**src/rtl/uart_tx_serializer.sv**
```systemverilog
// UART transmit serializer: accepts a byte on tx_start and shifts it out as
// an 8N1 frame (8E1/8O1 with parity), LSB first, all outputs registered.
module uart_tx_serializer #(
  parameter int unsigned CLOCK_RATE = 100000000,
  parameter int unsigned BAUD_RATE  = 9600,
  parameter bit          PARITY_EN  = 1'b0,
  parameter bit          PARITY_ODD = 1'b0
) (
  input  logic       clk,
  input  logic       rst_n,
  input  logic       tx_en,
  input  logic       tx_start,
  input  logic [7:0] tx_data,
  output logic       txd,
  output logic       busy,
  output logic       done
);

  localparam int unsigned DIV = CLOCK_RATE / BAUD_RATE;
  localparam int unsigned CW  = $clog2(DIV);
  localparam logic [CW-1:0] CNT_MAX = CW'(DIV - 1);

  typedef enum logic [2:0] {IDLE, START, DATA, PARITY, STOP} state_t;

  state_t        state_q, state_d;
  logic [CW-1:0] cnt_q, cnt_d;
  logic [2:0]    bit_q, bit_d;
  logic [7:0]    shreg_q, shreg_d;
  logic          par_q, par_d;
  logic          txd_q, txd_d;
  logic          busy_q, busy_d;
  logic          done_q, done_d;

  always_ff @(posedge clk or negedge rst_n) begin
    if (!rst_n) begin
      state_q <= IDLE;
      cnt_q   <= '0;
      bit_q   <= '0;
      shreg_q <= '0;
      par_q   <= 1'b0;
      txd_q   <= 1'b1;
      busy_q  <= 1'b0;
      done_q  <= 1'b0;
    end else begin
      state_q <= state_d;
      cnt_q   <= cnt_d;
      bit_q   <= bit_d;
      shreg_q <= shreg_d;
      par_q   <= par_d;
      txd_q   <= txd_d;
      busy_q  <= busy_d;
      done_q  <= done_d;
    end
  end

  // txd_d is the value the line takes for the state being entered, so txd
  // changes on the same edge as the state register.
  always_comb begin
    state_d = state_q;
    cnt_d   = cnt_q;
    bit_d   = bit_q;
    shreg_d = shreg_q;
    par_d   = par_q;
    txd_d   = txd_q;
    busy_d  = busy_q;
    done_d  = 1'b0;

    if (state_q == IDLE) begin
      txd_d  = 1'b1;
      busy_d = 1'b0;
      if (tx_en && tx_start) begin
        state_d = START;
        shreg_d = tx_data;
        par_d   = (^tx_data) ^ PARITY_ODD;
        cnt_d   = '0;
        bit_d   = '0;
        txd_d   = 1'b0;
        busy_d  = 1'b1;
      end
    end else if (cnt_q != CNT_MAX) begin
      cnt_d = cnt_q + 1'b1;
    end else begin
      cnt_d = '0;
      case (state_q)
        START: begin
          state_d = DATA;
          txd_d   = shreg_q[0];
        end
        DATA: begin
          if (bit_q == 3'd7) begin
            bit_d = '0;
            if (PARITY_EN) begin
              state_d = PARITY;
              txd_d   = par_q;
            end else begin
              state_d = STOP;
              txd_d   = 1'b1;
            end
          end else begin
            bit_d   = bit_q + 1'b1;
            shreg_d = {1'b0, shreg_q[7:1]};
            txd_d   = shreg_q[1];
          end
        end
        PARITY: begin
          state_d = STOP;
          txd_d   = 1'b1;
        end
        STOP: begin
          state_d = IDLE;
          txd_d   = 1'b1;
          busy_d  = 1'b0;
          done_d  = 1'b1;
        end
        default: begin
          state_d = IDLE;
          txd_d   = 1'b1;
          busy_d  = 1'b0;
        end
      endcase
    end
  end

  assign txd  = txd_q;
  assign busy = busy_q;
  assign done = done_q;

endmodule

```
**config.mk**
```make
export PLATFORM = sky130hd
export DESIGN_NAME = uart_tx_serializer
export DESIGN_NICKNAME = d
export VERILOG_FILES = /design/src/rtl/uart_tx_serializer.sv
export SDC_FILE = /design/constraint.sdc
export NUM_CORES = 1
export LEC_CHECK = 0
export ABC_AREA = 1
export CAP_MARGIN = 30
export CELL_PAD_IN_SITES_DETAIL_PLACEMENT = 1
export CELL_PAD_IN_SITES_GLOBAL_PLACEMENT = 1
export CORE_MARGIN = 3
export CORE_UTILIZATION = 46
export CTS_BUF_LIST = sky130_fd_sc_hd__clkbuf_2
export DETAILED_ROUTE_END_ITERATION = 12
export PLACE_DENSITY_LB_ADDON = 0.1
export SLEW_MARGIN = 15
export SYNTH_ARGS = -nofsm -noshare
export SYNTH_HDL_FRONTEND = slang
export SYNTH_SLANG_ARGS = --single-unit
```
**constraint.sdc**
```tcl
create_clock -name clk -period 4.4 [get_ports clk]
set_clock_uncertainty 0.05 [all_clocks]
set_input_delay 0.66 -clock clk [delete_from_list [all_inputs] [get_ports clk]]
set_output_delay 0.66 -clock clk [all_outputs]
set_load 0.05 [all_outputs]
```
# Word-level counts from Yosys, hierarchy flattened
# Index checks and enable logic that the tools add are counted.
# classes
n_eq_ne	11
mux	30
n_reduce_logical	8
add_sub_neg	2
# op_table
cell	n
$mux W14	3
$mux W8	5
$mux W3	9
$add A14 B1 Y14 const B	1
$ne A14 B14 Y1 const B	1
$mux W1	11
$pmux W3 S3	1
$eq A3 B2 Y1 const B	2
$eq A3 B3 Y1 const B	2
$reduce_and A3 Y1	2
$ne A2 B1 Y1 const B	2
$ne A2 B2 Y1 const B	2
$reduce_and A4 Y1	1
$add A3 B1 Y3 const B	1
$eq A3 B1 Y1 const B	1
$logic_not A3 Y1	1
$ne A3 B3 Y1 const B	1
$reduce_or A3 Y1	1
$pmux W1 S2	1
$reduce_and A2 Y1	1
$reduce_bool A2 Y1	1
$logic_and A1 B1 Y1	1
# word_totals
register_bits	31
wordCells	58
output_inout_bits	3
inputBits	12

# Logic depth before layout (Yosys ltp)
# logic_depth
ltp_word	5
ltp_mapped	10
ltp_nobuf	9

# Least setup slack after synthesis
# Ideal clock, no wire load.
# synth_timing
kind	reg2reg
from	register bit_q[0]
to	register shreg_q[0]
arrival_ns	1.291
path_buffers	0
synth_period_minus_slack_ns	1.458
setup_slack_ns	2.942
t_required_ns	4.233
setup_ns	0.117
stages_incl_launch_ff	7
path_cell_list	dfrtp_1 -> ha_1 -> ha_1 -> a21boi_4 -> nand3_4 -> nand2_1 -> nand2_1
# synth_between
elab_chain_cells	3
# synth_lines
item	line	text
start, declared	27	logic [2:0] bit_q, bit_d;
start signal, assigned	47	bit_q <= bit_d;
$eq A3 B3 Y1	90	if (bit_q == 3'd7) begin
$ne A2 B2 Y1 (no source line)	-	
$reduce_and A4 Y1 (no source line)	-	
end signal, assigned	48	shreg_q <= shreg_d;
end, declared	28	logic [7:0] shreg_q, shreg_d;
# Every way passes these cells.
# A chain may end at the register's enable or synchronous reset.

# Worst setup path after layout
# layout_timing
from	register txd_q, in the netlist txd
to	output port txd
# layout_rtl
item	line	text
start, declared	30	logic txd_q, txd_d;
start signal, assigned	50	txd_q <= txd_d;
end, declared	14	output logic txd,
# No word-level cell between the ends.

==> results.json <==
{
  "avgRoutedWirePerCell_um": 14.48,
  "grt_max_degree": 32,
  "die_w_um": 69.34,
  "synth_cells": 237,
  "drc": 0,
  "vias": 1588,
  "setup_viol": 0,
  "cts_setup_buffers": 0,
  "syn_to_final_growth_pct": 9.356,
  "synth-async-reset-ratio_pct": 100.0,
  "syn_area_per_cell_um2": 7.787,
  "holdBufCountCts": 0,
  "cts_tree": "done",
  "yosys_warnings": 0,
  "port_buffers": 14,
  "cp-start-kind": "flop",
  "fin_ws_ns": 1.958,
  "grt_setup_unrepaired": "false",
  "synth.distinct_cells": 30,
  "place_area_um2": 1981,
  "fp.dieH_um": 69.34,
  "cts-buffers-inserted": 5,
  "drt-total-wl_um": 4359,
  "tightest_slew_ns": 0.5027,
  "synth-seq-cells": 31,
  "path_buf_inv": 1,
  "synth_top_area_share_pct": 40.68,
  "drive_gt1_share_pct": 9.486,
  "dp_slack_ns": 2.381,
  "cts_sinks": 31,
  "gp_congestion": 0.7879,
  "io_pins": 15,
  "vias_per_cell": 5.276,
  "cpPeakStageDelay_ns": 0.79,
  "vdd_drop_max_mv": 0.1409,
  "timing.hold.ws_ns": 0.4424,
  "synth-main-ff-cell": "dfrtp_1",
  "synth_edf_count": 0,
  "drt-initial-drc-count": 91,
  "path_class": "reg -> out",
  "crit_path_end_kind": "primary output",
  "cts-resized-gates": 0,
  "cts_root_buffer": "clkbuf_2",
  "finish.utilization_pct": 53.52,
  "instances_no_fill": 301,
  "fillers": 493,
  "total_power_mw": 0.4441,
  "fin_crit_sh_pct": 55.51,
  "synth_top_cell_by_area": "dfrtp_1",
  "crit_arrival_ns": 1.73,
  "die_area_um2": 4808,
  "antenna_left": 0,
  "clock.fmax_mhz": 409.5,
  "antenna_found_initial": 0,
  "cts_max_level": 2,
  "dp_hpwl_um": 3071,
  "multi_input_area_um2": 902.1,
  "antennaDiodeCount": 0,
  "slew_headroom_pct": 66.38,
  "fp-row-count": 22,
  "grt_overflow": 0,
  "nets": 268,
  "outcome": "finished clean",
  "grt_usage_pct": 19.92,
  "synth_nets": 253,
  "clkSlewWorstSetupHoldPaths_ns": 0.16,
  "cp.required_ns": 3.69,
  "worstPathMaxFanout": 2,
  "synth_most_common_cell": "nand2_1",
  "synth_area_leaders": "dfrtp_1, nand2_1, nand4_1, inv_1, nand3_1",
  "place_inst": 293,
  "cp_slowest_cell": "clkdlybuf4s50_1",
  "yosysSeqAreaShare_pct": 42.10,
  "drv_slew": 0,
  "final_cell_area_um2": 2018,
  "cellPowerDensity_nw_per_um2": 220.1,
  "grt_pass1_wl_um": 7741,
  "first_pass_iters": 4,
  "maxCapViolCount": 0,
  "syn_area_um2": 1846,
  "fin_crit_ns": 2.442,
  "cts_max_path_buffers": 2,
  "insertion_delay_ns": 0.38,
  "hp-class": "reg -> reg",
  "cp_top_family": "buffers and inverters",
  "first_global_vias": 1627,
  "tns_ns": 0,
  "ys_top_cells_by_count": "nand2_1, dfrtp_1, inv_1",
  "seqCellArea_um2": 777.0,
  "path_cells": "clkdlybuf4s50_1",
  "p_leak_nw": 1.029,
  "final_hold_viol_count": 0,
  "coreArea_um2": 3771,
  "start_util_pct": 48.94
}
flip-flops by register name (all words and copies together) (netlist names):
| signal | cells |
|---|---|
| bit_q | 3 |
| busy | 1 |
| cnt_q | 14 |
| done | 1 |
| shreg_q | 8 |
| state_q | 3 |
| txd | 1 |
routing by layer:
metal,up-vias,global-route usage [%],wire (um)
li1,794,-,-
met1,770,26.72,2087
met2,17,32.20,2118
met3,7,3.623,99
met4,0,6.941,54
met5,-,0,0
final timing paths:
check	from	endpoint	slack (ns)	depth (start not counted)
max	txd$_DFFE_PN1P_	txd	1.96	1
min	shreg_q[5]$_DFFE_PN0P_	shreg_q[5]$_DFFE_PN0P_	0.44	2
max reg2reg	state_q[2]$_DFFE_PN0P_	cnt_q[0]$_DFFE_PN0N_	2.54	7
min reg2reg	shreg_q[5]$_DFFE_PN0P_	shreg_q[5]$_DFFE_PN0P_	0.44	2
max in group asynchronous	rst_n	txd$_DFFE_PN1P_	3.36	2
min in group asynchronous	rst_n	cnt_q[12]$_DFFE_PN0N_	0.59	2
cells in the final DEF, fill, tap and decap left out, types with 2 or more instances in the layout:
cell             count
inv_2                3
clkdlybuf4s50_1     14
nand4_1             17
clkinv_1             2
nor2_1              11
ha_1                 4
xor2_1               4
nand3_2              3
dfrtp_1             30
nand2_1             92
clkbuf_2             6
o21ai_1              4
nor2_4               2
nor3_1               4
nand2_4              3
o22ai_1              3
inv_1               22
o21ai_0              5
nand3_1             13
cell type report:
type,count,area share (%)
multi-input combinational,174,44.70
sequential,31,38.50
timing repair buffer,15,7.316
inverter,25,4.650
tap,48,2.976
clock buffer,6,1.488
clock inverter,2,0.3720
where the power goes:
part           switching (mW)  internal [mW]
Sequential                  0          0.285
Combinational         0.00751        0.00918
Clock                   0.104         0.0383
cell families (layout without fill, tap and decap cells):
group / after synthesis / count (layout) / synth area share, %
adder cells (fa/ha/maj): 4 / 4 / 2.712
AO/OA/AOI/OAI: 14 / 14 / 4.882
AND/OR/NAND/NOR: 151 / 151 / 38.92
XOR/XNOR: 5 / 5 / 2.373
flip-flops: 31 / 31 / 42.10
buffers and inverters: 32 / 48 / 9.016
No activity file was read; power rests on OpenSTA's default activity.
